<file path="config.mk">
export PLATFORM = sky130hd
export DESIGN_NAME = fetch_pc_ctrl_flat
export DESIGN_NICKNAME = d
export VERILOG_FILES = /design/src/rtl/fetch_pc_ctrl_pkg.sv /design/src/rtl/fetch_pc_ctrl_if.sv /design/src/rtl/fetch_pc_ctrl_redirect_arbiter.sv /design/src/rtl/fetch_pc_ctrl.sv /design/src/flat_wrapper.sv
export SDC_FILE = /design/constraint.sdc
export NUM_CORES = 1
export LEC_CHECK = 0
export BUFFER_PORTS_ARGS = -buffer_cell sky130_fd_sc_hd__buf_2
export CORE_ASPECT_RATIO = 1.75
export CORE_MARGIN = 2
export CORE_UTILIZATION = 45
export CTS_CLUSTER_DIAMETER = 100
export CTS_CLUSTER_SIZE = 24
export DETAILED_ROUTE_END_ITERATION = 7
export PLACE_DENSITY = 0.86
export SYNTH_ARGS = -nofsm -noshare
export SYNTH_HDL_FRONTEND = slang
export SYNTH_SLANG_ARGS = --single-unit
</file>
<file path="constraint.sdc">
create_clock -name clk -period 2.25 [get_ports clk]
set_clock_uncertainty 0.05 [all_clocks]
set_input_delay 0.225 -clock clk [delete_from_list [all_inputs] [get_ports clk]]
set_output_delay 0.225 -clock clk [all_outputs]
set_load 0.005 [all_outputs]
</file>
<file path="src/rtl/fetch_pc_ctrl_pkg.sv">
// Shared encodings for the fetch PC controller: next-PC mux select codes,
// fetch FSM state codes and the redirect priority encoder.
package fetch_pc_ctrl_pkg;

    // Select codes for the external 4:1 next-PC mux. The numeric order
    // doubles as redirect priority, so a larger code always wins.
    localparam logic [1:0] SEL_NEXT_INS = 2'b00;
    localparam logic [1:0] SEL_BRANCH   = 2'b01;
    localparam logic [1:0] SEL_JUMP     = 2'b10;
    localparam logic [1:0] SEL_ZERO     = 2'b11;

    localparam logic [1:0] ST_REQ  = 2'b00;
    localparam logic [1:0] ST_WAIT = 2'b01;
    localparam logic [1:0] ST_HOLD = 2'b10;

    localparam logic [31:0] DEFAULT_RESET_PC = 32'h0000_3000;
    localparam logic [31:0] ZERO_PC          = 32'h0000_0000;

    function automatic logic [1:0] redirect_code(
        input logic zero,
        input logic jump,
        input logic branch
    );
        if (zero)
            return SEL_ZERO;
        if (jump)
            return SEL_JUMP;
        if (branch)
            return SEL_BRANCH;
        return SEL_NEXT_INS;
    endfunction

endpackage

</file>
<file path="src/rtl/fetch_pc_ctrl_if.sv">
// Instruction-memory request/grant/response and decode valid/ready signals
// seen by the fetch PC controller.
interface fetch_pc_ctrl_if;

    logic        imem_req;
    logic [31:0] imem_addr;
    logic        imem_gnt;
    logic        imem_rvalid;
    logic [31:0] imem_rdata;

    logic        instr_valid;
    logic [31:0] instr;
    logic [31:0] instr_pc;
    logic        instr_ready;

    modport master (
        output imem_req, imem_addr, instr_valid, instr, instr_pc,
        input  imem_gnt, imem_rvalid, imem_rdata, instr_ready
    );

    modport slave (
        input  imem_req, imem_addr, instr_valid, instr, instr_pc,
        output imem_gnt, imem_rvalid, imem_rdata, instr_ready
    );

endinterface

</file>
<file path="src/rtl/fetch_pc_ctrl_redirect_arbiter.sv">
// Latches redirect pulses by priority, drives the next-PC select code and
// flags in-flight fetches whose response must be thrown away.
module fetch_pc_ctrl_redirect_arbiter
    import fetch_pc_ctrl_pkg::*;
(
    input  logic       clk,
    input  logic       rst,
    input  logic       redir_zero,
    input  logic       redir_jump,
    input  logic       redir_branch,
    input  logic [1:0] state,
    input  logic       imem_gnt,
    input  logic       imem_rvalid,
    input  logic       accept,
    output logic [1:0] pc_sel,
    output logic       redirect_now,
    output logic       kill
);

    logic [1:0] pending;
    logic [1:0] pulse_code;
    logic [1:0] pending_base;
    logic [1:0] pending_next;

    // Outside HOLD a pending redirect is applied immediately; in HOLD it
    // waits for decode to accept the held instruction.
    assign redirect_now = (pending != SEL_NEXT_INS) && (state != ST_HOLD);
    assign pc_sel       = pending;

    // NOTE: every always_comb output gets a default first so no path can hold an old value and infer a latch.
    always_comb begin
        pulse_code   = redirect_code(redir_zero, redir_jump, redir_branch);
        pending_base = (accept || redirect_now) ? SEL_NEXT_INS : pending;
        pending_next = pending_base;
        if (pulse_code > pending_base)
            pending_next = pulse_code;
    end

    always_ff @(posedge clk) begin
        if (rst) begin
            pending <= SEL_NEXT_INS;
            kill    <= 1'b0;
        end else begin
            pending <= pending_next;
            if (state == ST_WAIT && imem_rvalid)
                kill <= 1'b0;
            else if (redirect_now && (state == ST_WAIT || (state == ST_REQ && imem_gnt)))
                kill <= 1'b1;
        end
    end

endmodule

</file>
<file path="src/rtl/fetch_pc_ctrl.sv">
// Architectural PC register and REQ/WAIT/HOLD fetch FSM feeding decode;
// redirect handling lives in the redirect arbiter.
module fetch_pc_ctrl
    import fetch_pc_ctrl_pkg::*;
#(
    parameter logic [31:0] RESET_PC = DEFAULT_RESET_PC
) (
    input  logic            clk,
    input  logic            rst,
    input  logic [31:0]     next_pc,
    output logic [31:0]     pc_add4,
    output logic [1:0]      pc_sel,
    output logic [31:0]     pc,
    input  logic            redir_zero,
    input  logic            redir_jump,
    input  logic            redir_branch,
    fetch_pc_ctrl_if.master bus
);

    logic [1:0] state;
    logic       accept;
    logic       redirect_now;
    logic       kill;

    assign accept        = (state == ST_HOLD) && bus.instr_ready;
    assign pc_add4       = pc + 32'd4;
    assign bus.imem_addr = pc;
    assign bus.imem_req  = (state == ST_REQ) && !rst;

    fetch_pc_ctrl_redirect_arbiter u_arbiter (
        .clk          (clk),
        .rst          (rst),
        .redir_zero   (redir_zero),
        .redir_jump   (redir_jump),
        .redir_branch (redir_branch),
        .state        (state),
        .imem_gnt     (bus.imem_gnt),
        .imem_rvalid  (bus.imem_rvalid),
        .accept       (accept),
        .pc_sel       (pc_sel),
        .redirect_now (redirect_now),
        .kill         (kill)
    );

    // NOTE: sequential state uses non-blocking assignments so every register samples pre-edge values.
    always_ff @(posedge clk) begin
        if (rst) begin
            state           <= ST_REQ;
            pc              <= RESET_PC;
            bus.instr_valid <= 1'b0;
            bus.instr       <= 32'd0;
            bus.instr_pc    <= 32'd0;
        end else begin
            if (accept || redirect_now)
                pc <= next_pc;

            case (state)
                ST_REQ: begin
                    if (bus.imem_gnt)
                        state <= ST_WAIT;
                end
                ST_WAIT: begin
                    if (bus.imem_rvalid) begin
                        // A redirect applied this cycle also makes the response stale.
                        if (kill || redirect_now) begin
                            state <= ST_REQ;
                        end else begin
                            bus.instr       <= bus.imem_rdata;
                            bus.instr_pc    <= pc;
                            bus.instr_valid <= 1'b1;
                            state           <= ST_HOLD;
                        end
                    end
                end
                ST_HOLD: begin
                    if (bus.instr_ready) begin
                        bus.instr_valid <= 1'b0;
                        state           <= ST_REQ;
                    end
                end
                default: state <= ST_REQ;
            endcase
        end
    end

endmodule
</file>
<file path="src/flat_wrapper.sv">
// flat-port wrapper written by rule: the top's interface ports become plain ports
module fetch_pc_ctrl_flat import fetch_pc_ctrl_pkg::*;
#(
    parameter logic [31:0] RESET_PC = DEFAULT_RESET_PC
)
  (clk, rst, next_pc, pc_add4, pc_sel, pc, redir_zero, redir_jump, redir_branch, bus_imem_req, bus_imem_addr, bus_instr_valid, bus_instr, bus_instr_pc, bus_imem_gnt, bus_imem_rvalid, bus_imem_rdata, bus_instr_ready);
  fetch_pc_ctrl_if bus_i ();
  input  logic clk;
  input  logic rst;
  input  logic [31:0] next_pc;
  output logic [31:0] pc_add4;
  output logic [1:0] pc_sel;
  output logic [31:0] pc;
  input  logic redir_zero;
  input  logic redir_jump;
  input  logic redir_branch;
  output wire logic [$bits(bus_i.imem_req)-1:0] bus_imem_req;
  output wire logic [$bits(bus_i.imem_addr)-1:0] bus_imem_addr;
  output wire logic [$bits(bus_i.instr_valid)-1:0] bus_instr_valid;
  output wire logic [$bits(bus_i.instr)-1:0] bus_instr;
  output wire logic [$bits(bus_i.instr_pc)-1:0] bus_instr_pc;
  input wire logic [$bits(bus_i.imem_gnt)-1:0] bus_imem_gnt;
  input wire logic [$bits(bus_i.imem_rvalid)-1:0] bus_imem_rvalid;
  input wire logic [$bits(bus_i.imem_rdata)-1:0] bus_imem_rdata;
  input wire logic [$bits(bus_i.instr_ready)-1:0] bus_instr_ready;
  assign bus_imem_req = bus_i.imem_req;
  assign bus_imem_addr = bus_i.imem_addr;
  assign bus_instr_valid = bus_i.instr_valid;
  assign bus_instr = bus_i.instr;
  assign bus_instr_pc = bus_i.instr_pc;
  assign bus_i.imem_gnt = bus_imem_gnt;
  assign bus_i.imem_rvalid = bus_imem_rvalid;
  assign bus_i.imem_rdata = bus_imem_rdata;
  assign bus_i.instr_ready = bus_instr_ready;
  fetch_pc_ctrl #(.RESET_PC(RESET_PC)) u_core (.clk(clk), .rst(rst), .next_pc(next_pc), .pc_add4(pc_add4), .pc_sel(pc_sel), .pc(pc), .redir_zero(redir_zero), .redir_jump(redir_jump), .redir_branch(redir_branch), .bus(bus_i));
endmodule
</file>
After elaboration in Yosys (flattened, before gate mapping). Cells that the tools add are included.

Output and inout port bits: 164. Word-level logic and storage cells: 57. Input bits: 72. Flip-flop bits (word level): 102.

Bitwise logic cells: 1. Add/subtract/negate cells: 1. Mux-type cells: 23. Reduce and logical (&&, ||, !) cells: 17. $lt $le $gt $ge: 1. Equal/unequal tests: 7.

Operators with widths (number): adder 32 x 3 -> 32 bit, second input constant (1); two-way mux 2 bit (12); inequality test 2 bit, second input constant (5); two-way mux 1 bit (9); logical AND 1 bit (6); case mux 2 bit (3 select lines) (1); AND reduction 3 bit (2); AND reduction 4 bit (1); nonzero test 2 bit (2); logical OR 1 bit (3); == test 2 x 1 -> 1 bit, second input constant (1); == test 2 bit, second input constant (1); greater-than comparator 2 bit (1); zero test 2 bit (1); case mux 1 bit (2 select lines) (1); OR reduction 2 bit (1); zero test 1 bit (1); NOT 1 bit (1).

Depth between registers and ports, before layout. Gate-level depths: netlist of the first run.

Depth after elaboration: 9. Gate-level depth with buffers: 8. Gate-level depth less buffers: 8.

By module. A second synthesis of the first run with hierarchy kept.

Cells, all modules: 577. Area, all modules: 4545.6 um^2.

Modules (own cells, without submodules): fetch_pc_ctrl (seq. area each 1981.9 um^2, area an instance 4317.9 um^2, cells an instance 551, instances 1); fetch_pc_ctrl_redirect_arbiter (seq. area each 60.1 um^2, area an instance 227.7 um^2, cells an instance 26, instances 1).

Worst setup path after synthesis of the first run. OpenSTA, ideal clock, no wires.

Path kind: register -> output. Start point: register u_core.pc[2], in the netlist u_core.bus.imem_addr[2]. End point: output pc_add4[26]. Cell stages (with the launch flop): 6. Path buffers: 0. Required time: 1.975 ns. Path slack: 0.528 ns. Arrival: 1.447 ns. Cells stage by stage: dfxtp_1 -> ha_1 -> nand4_1 -> nor4_4 -> nand4_1 -> xnor2_1.

Longest elaborated chain between the ends: 1.

RTL lines: start, declared (line fetch_pc_ctrl.sv:13) `output logic [31:0] pc,`; start signal, assigned (line fetch_pc_ctrl.sv:55) `pc <= next_pc;`; adder 32 x 3 -> 32 bit (line fetch_pc_ctrl.sv:26) `assign pc_add4 = pc + 32'd4;`; end, declared (line flat_wrapper.sv:11) `output logic [31:0] pc_add4;`.

Every way passes these cells.

Final worst setup path of the first run.
Start point: register u_core.pc[2], in the netlist u_core.bus.imem_addr[2]. End point: output pc_add4[12].

Same word-level chain as after synthesis.

==> parameters.txt, run 1 <==
Parameter                              Value

Cells and area
  Final cell count without fillers ... 913
  Share of final-layout standard cells stronger than drive strength 1 ... 0.377
  Final cell utilization of the core ... 0.611
  ANT cells ... 0
  Net count, final ... 859
  Growth of design area from synthesis to finish ... 33.8%

Power
  Static Leak ... 2.83 nW
  Ratio of total power to cell area ... 687 mW/mm²
  Overall power ... 0.00411 W
  Maximum vdd drop ... 0.485 mV

Worst setup path
  Peak fanout along the critical path ... 4
  Crit path max-delay cell type ... sky130_fd_sc_hd__dfxtp_2
  Crit path required time ... 1.98 ns
  Kind of end point of the critical path ... output port
  Register-to-Register Path Depth ... 5
  Critical path data arrival time ... 1.87 ns
  Worst setup SP type ... register
  Kind of critical path ... register to output port
  CP cell instances ... ha_4, nand4_1, nor2_1, and4_1, xor2_1, buf_2
  Largest stage delay on the critical path ... 0.35 ns

Clocking
  Root Driver ... sky130_fd_sc_hd__clkbuf_16
  Number of clock sinks ... 102
  Clock buffer depth ... 2
  Clock insertion delay at the later pin of the skew report ... 0.34 ns
  Clock buffers created by TritonCTS ... 9
  Clock transition at the registers of the reported paths ... 0.07 ns
  H-Tree Depth ... 3
  TritonCTS clock tree ... built

Placed design
  Cell count after placement ... 896
  Final weighted congestion of routability-driven global placement ... 0.824
  HPWL Detailed ... 9.60 mm
  Buffers added on ports ... 235
  Worst slack after detailed placement ... 0.228 ns

Timing
  Max-slew headroom at the worst pin ... 0.351
  Final worst slack ... 0.106 ns
  Period minus WS final ... 2.14 ns
  Final Cycle Share ... 0.953
  Final max-slew violation count ... 0
  Final setup TNS ... 0 ns
  Slew of the pin with the lowest slew margin ... 0.973 ns
  RSZ-0062 raised after global routing ... false
  Highest attainable clock frequency ... 0.466 GHz
  Final number of hold-violating endpoints ... 0
  Final setup violation count ... 0

Synth
  Number of flip-flops and latches in the synthesized netlist ... 102
  Post-synthesis cell area ... 0.00447 mm²
  Sequential area share after synthesis ... 0.457
  Mapped Nets ... 652
  Cells after synthesis ... 576
  Synth unique cells ... 36
  Count of warnings emitted by yosys ... 0
  Synthesized area per cell ... 7.77 µm²

GRT
  Antenna violations before repair ... 2
  Largest net degree at the start of global routing ... 61
  Vias in the first global route ... 4,061
  Total overflow reported by the global router ... 0
  Global-route usage over all layers ... 0.234
  First-pass GRT wire length ... 19.9 mm

Floorplan
  Starting density of the core ... 0.457
  # IOs ... 236
  Full die area ... 0.0108 mm²
  Chip width ... 79.4 µm
  Standard-cell rows ... 48
  Floorplan core area ... 0.00979 mm²
  Vertical die dimension ... 136 µm

Route
  Count of vias placed by the detailed router ... 4,562
  Initial detailed-routing violation count ... 148
  Detailed-routing iteration count for the pre-antenna-repair pass ... 4
  Aggregate routed wire length ... 13.2 mm
  Via density per instance ... 5.00
  Total DRC errors in the routed layout ... 0
  Number of nets with antenna violations after detailed routing ... 0
  Routed length per placed instance ... 14.5 µm

Hold path
  Type of the tightest min-delay check ... primary input to register
  Cell depth of the worst hold path ... 3

Run
  Number of maximum-capacitance constraint violations ... 0

Outcome
  Status ... complete, no violations
==> sequential cells by signal (all words and copies together), names as in the netlist <==
signal / count
u_core.bus.imem_addr: 32
u_core.bus.instr: 32
u_core.bus.instr_pc: 32
u_core.state: 2
u_core.u_arbiter.pc_sel: 2
u_core.bus.instr_valid: 1
u_core.u_arbiter.kill: 1
==> through the flow <==
step,cell area (µm²),hold WS [ns]
CTS,5960,0.0361
global route,5980,0.0507
global placement,5630,0.389
detailed placement,5630,0.393
finish,5980,0.0518
floorplan,4470,0.299
==> layer usage <==
layer	global-route usage	wire length, µm	part of all wire	vias up
li1	-	-	-	2265
met1	0.258	4930	0.37	2105
met2	0.432	7170	0.54	167
met3	0.0491	796	0.060	21
met4	0.0881	281	0.021	4
met5	0	24	0.0018	-
==> final timing paths <==
| check | to | from | slack, ns |
|---|---|---|---|
| max | pc_add4[12] | u_core.bus.imem_addr[2] | 0.11 |
| min | u_core.bus.imem_addr[13] | next_pc[13] | 0.05 |
| max reg2reg | u_core.bus.imem_addr[29] | u_core.state[0] | 0.21 |
| min reg2reg | u_core.bus.instr[14] | u_core.bus.instr[14] | 0.40 |
==> critical path: cells and delay by family (launching register included) <==
kind	cells	cell delay [ns]
xor gates and xnor gates	1	0.15
DFF	1	0.35
and+or+nand+nor	3	0.74
adders and majority gates	1	0.16
buffers and inverters	1	0.13
==> cell usage in the layout, fill, tap and decap left out, types with 7 or more instances in the layout <==
cell | Yosys | final
sky130_fd_sc_hd__buf_2 | 12 | 234
sky130_fd_sc_hd__nand2_1 | 206 | 206
sky130_fd_sc_hd__a21oi_1 | 96 | 96
sky130_fd_sc_hd__dfxtp_1 | 102 | 95
sky130_fd_sc_hd__buf_4 | 35 | 27
sky130_fd_sc_hd__xnor2_1 | 24 | 24
sky130_fd_sc_hd__nand4_1 | 14 | 14
sky130_fd_sc_hd__nand3_1 | 10 | 10
sky130_fd_sc_hd__nor2_1 | 9 | 9
sky130_fd_sc_hd__clkbuf_16 | 0 | 9
sky130_fd_sc_hd__inv_1 | 7 | 7
sky130_fd_sc_hd__dfxtp_2 | 0 | 7
==> synthesized netlist by cell type <==
cell type / number / area share
sky130_fd_sc_hd__nand2_1: 206 / 0.17
sky130_fd_sc_hd__dfxtp_1: 102 / 0.46
sky130_fd_sc_hd__a21oi_1: 96 / 0.11
sky130_fd_sc_hd__buf_4: 35 / 0.059
sky130_fd_sc_hd__xnor2_1: 24 / 0.047
sky130_fd_sc_hd__clkbuf_1: 16 / 0.013
sky130_fd_sc_hd__nand4_1: 14 / 0.020
sky130_fd_sc_hd__buf_2: 12 / 0.013
sky130_fd_sc_hd__nand3_1: 10 / 0.011
sky130_fd_sc_hd__nor2_1: 9 / 0.0076
sky130_fd_sc_hd__inv_1: 7 / 0.0059
sky130_fd_sc_hd__buf_6: 5 / 0.013
sky130_fd_sc_hd__ha_1: 4 / 0.011
sky130_fd_sc_hd__nor3_1: 4 / 0.0045
sky130_fd_sc_hd__and4_1: 3 / 0.0059
sky130_fd_sc_hd__nand3b_1: 3 / 0.0050
sky130_fd_sc_hd__xor2_1: 3 / 0.0059
sky130_fd_sc_hd__and2_1: 2 / 0.0028
sky130_fd_sc_hd__and3_1: 2 / 0.0028
sky130_fd_sc_hd__nor4_1: 2 / 0.0028
sky130_fd_sc_hd__o22ai_1: 2 / 0.0028
sky130_fd_sc_hd__a21oi_2: 1 / 0.0020
sky130_fd_sc_hd__and3b_1: 1 / 0.0020
sky130_fd_sc_hd__clkbuf_2: 1 / 0.0011
sky130_fd_sc_hd__mux2_2: 1 / 0.0025
sky130_fd_sc_hd__mux2i_1: 1 / 0.0022
sky130_fd_sc_hd__nor2b_1: 1 / 0.0014
sky130_fd_sc_hd__nor3b_1: 1 / 0.0017
sky130_fd_sc_hd__nor4_4: 1 / 0.0048
sky130_fd_sc_hd__o21ai_0: 1 / 0.0011
sky130_fd_sc_hd__o21bai_1: 1 / 0.0017
sky130_fd_sc_hd__o31a_1: 1 / 0.0020
sky130_fd_sc_hd__o31ai_2: 1 / 0.0028
sky130_fd_sc_hd__or3_1: 1 / 0.0014
sky130_fd_sc_hd__or3b_1: 1 / 0.0020
sky130_fd_sc_hd__or4_1: 1 / 0.0017
==> what timing repair did <==
action	in CTS	in global routing
resized for setup	6	7
endpoints found under the setup margin	8	14
endpoints found under the hold margin	0	0
hold buffers	0	0
pin swaps	3	3
setup buffers	1	0
==> area by class of cell <==
cell class / instances / area (µm²)
fill: 904 / 3800
sequential: 102 / 2050
multi-input combinational: 398 / 2010
timing repair buffer: 265 / 1440
clock buffer: 9 / 225
tap: 125 / 156
clock inverter: 7 / 80.1
inverter: 7 / 26.3
==> cell families (layout without fill, tap and decap cells) <==
| group | Yosys count | count (layout) | share of synthesized area |
|---|---|---|---|
| flops | 102 | 102 | 0.457 |
| buf+inv | 76 | 288 | 0.105 |
| simple gates | 262 | 262 | 0.250 |
| mux | 2 | 2 | 0.00476 |
| fa+ha+maj | 4 | 4 | 0.0112 |
| compound gates | 103 | 103 | 0.120 |
| xor+xnor | 27 | 27 | 0.0529 |
==> power by group <==
group / internal, W / switching (W)
Combinational: 0.000273 / 0.000310
Clock: 0.000878 / 0.000701
Sequential: 0.00188 / 0.0000731
Total: 0.00303 / 0.00108
(Power assumes the default switching activity.)
==> inputs of run 2 (changes only) <==
- HOLD_SLACK_MARGIN: not set -> 0.15
==> parameters.txt, run 2 (synthesis gave the netlist of run 1 again) <==
Parameter                              Value

Outcome
  Status ... complete, no violations

Placed design
  Buffers added on ports ... 235
  Final weighted congestion of routability-driven global placement ... 0.824
  HPWL Detailed ... 9.60 mm

Floorplan
  Chip width ... 79.4 µm
  # IOs ... 236
  Vertical die dimension ... 136 µm
  Standard-cell rows ... 48
  Floorplan core area ... 0.00979 mm²
  Starting density of the core ... 0.457
  Full die area ... 0.0108 mm²

Route
  Via density per instance ... 5.14
  Routed length per placed instance ... 15.8 µm
  Total DRC errors in the routed layout ... 0
  Count of vias placed by the detailed router ... 5,033
  Detailed-routing iteration count for the pre-antenna-repair pass ... 5
  Initial detailed-routing violation count ... 275
  Number of nets with antenna violations after detailed routing ... 0
  Aggregate routed wire length ... 15.4 mm

Worst setup path
  Kind of critical path ... register to output port
  Peak fanout along the critical path ... 4
  Kind of end point of the critical path ... output port
  Worst setup SP type ... register
  Register-to-Register Path Depth ... 5
  Crit path required time ... 1.98 ns
  Critical R2R Capture ... u_core.bus.imem_addr[29]
  Reg2reg start ... u_core.state[0]
  Critical path data arrival time ... 1.91 ns
  Register-to-register setup slack ... 0.21 ns

GRT
  Antenna violations before repair ... 0
  Vias in the first global route ... 4,760
  Global-route usage over all layers ... 0.270
  First-pass GRT wire length ... 22.9 mm
  Largest net degree at the start of global routing ... 61
  Total overflow reported by the global router ... 0

Power
  Maximum vdd drop ... 0.504 mV
  Ratio of total power to cell area ... 637 mW/mm²
  Internal power contribution ... 0.00310 W
  Fraction of power spent switching nets ... 0.266
  Clock Power Share ... 0.375
  Portion of total power attributed to sequential cells ... 0.462
  Sw Pwr ... 0.00113 W
  Portion of total power attributed to combinational logic ... 0.163
  Static Leak ... 3.10 nW

Cells and area
  Net count, final ... 925
  Share of final-layout standard cells stronger than drive strength 1 ... 0.348
  Number of fill cells in the layout ... 778
  Growth of design area from synthesis to finish ... 48.6%
  Leading cell types in the layout, fill and taps excluded ... sky130_fd_sc_hd__buf_2, sky130_fd_sc_hd__nand2_1, sky130_fd_sc_hd__a21oi_1, sky130_fd_sc_hd__dfxtp_1, sky130_fd_sc_hd__dlygate4sd3_1
  ANT cells ... 0
  Most common cell after layout, fill and taps aside ... sky130_fd_sc_hd__buf_2

Clocking
  H-Tree Depth ... 3
  Clock transition at the registers of the reported paths ... 0.07 ns
  Clock buffer depth ... 2
  Clock insertion delay at the later pin of the skew report ... 0.33 ns
  Number of clock sinks ... 102
  Clock buffers created by TritonCTS ... 9
  TritonCTS clock tree ... built
  Root Driver ... sky130_fd_sc_hd__clkbuf_16

Timing
  Worst hold margin ... 0.189 ns
  Final setup TNS ... 0 ns
  Slew of the pin with the lowest slew margin ... 0.982 ns
  Final setup violation count ... 0
  Period minus WS final ... 2.18 ns
  Max-slew headroom at the worst pin ... 0.346
  Final number of hold-violating endpoints ... 0
  Final Cycle Share ... 0.970
  RSZ-0062 raised after global routing ... false
  Highest attainable clock frequency ... 0.458 GHz
  Final max-slew violation count ... 0

Run
  Number of maximum-capacitance constraint violations ... 0

Hold path
  End point of the worst hold path ... u_core.state[0]
  Hold path startpoint ... bus_imem_rvalid
  Cell depth of the worst hold path ... 4
  Type of the tightest min-delay check ... primary input to register
run 2: area by class of cell:
cell class | instances | area, µm² | area share
tap | 125 | 156 | 0.0235
sequential | 102 | 2050 | 0.309
timing repair buffer | 331 | 2100 | 0.315
inverter | 7 | 26.3 | 0.00395
clock buffer | 9 | 225 | 0.0339
multi-input combinational | 398 | 2010 | 0.302
clock inverter | 7 | 80.1 | 0.0120
run 2: per-layer routing:
| layer | vias up | track usage | wire length (µm) |
|---|---|---|---|
| met5 | - | 0 | 0 |
| met4 | 0 | 0.144 | 566 |
| met3 | 49 | 0.0604 | 954 |
| met2 | 255 | 0.493 | 8290 |
| met1 | 2331 | 0.282 | 5620 |
| li1 | 2398 | - | - |
run 2: power groups by stage:
stage / combinational [W] / clock (W) / sequential [W]
after floorplan: 0.000298 / 0 / 0.00200
after global placement: 0.000575 / 0 / 0.00199
after detailed placement: 0.000581 / 0 / 0.00199
after CTS: 0.000678 / 0.00161 / 0.00195
after global routing: 0.000749 / 0.00169 / 0.00196
final: 0.000691 / 0.00159 / 0.00195
run 2: timing repair:
action | in CTS | in global routing
hold endpoints to repair | 66 | 0
hold buffers | 66 | 0
pin swaps | 3 | 6
setup endpoints to repair | 8 | 10
resized for setup | 6 | 8
gates cloned | 0 | 0
buffers inserted | 1 | 0
run 2: worst max-delay path by stage:
stage,start,endpoint,slack (ns),cells past startpoint
floorplan,u_core.bus.imem_addr[2],pc_add4[26],0.53,5
global placement,u_core.bus.imem_addr[3],pc_add4[30],0.27,6
detailed placement,u_core.state[0],u_core.bus.imem_addr[29],0.23,5
CTS,u_core.bus.imem_addr[2],pc_add4[30],0.005,7
global route,u_core.bus.imem_addr[3],pc_add4[20],0.008,7
finish,u_core.bus.imem_addr[3],pc_add4[12],0.07,6
run 2: per-stage QoR:
stage / cell area, µm² / utilization / total power [W] / worst slack, ns / cells
finish: 6650 / 0.679 / 0.00423 / 0.0678 / 979
global placement: 5630 / 0.575 / 0.00256 / 0.265 / 896
floorplan: 4470 / - / 0.00230 / 0.528 / 576
global route: 6650 / 0.679 / 0.00440 / 0.00776 / 979
detailed placement: 5630 / 0.575 / 0.00257 / 0.228 / 896
CTS: 6620 / 0.676 / 0.00424 / 0.00478 / 979
run 2: worst max-delay path: stages, from the launching register on:
cell	delay, ns
sky130_fd_sc_hd__dfxtp_4	0.37
sky130_fd_sc_hd__ha_4	0.16
sky130_fd_sc_hd__nand4_1	0.18
sky130_fd_sc_hd__nor2_1	0.34
sky130_fd_sc_hd__and4_1	0.25
sky130_fd_sc_hd__xor2_1	0.15
sky130_fd_sc_hd__buf_2	0.13
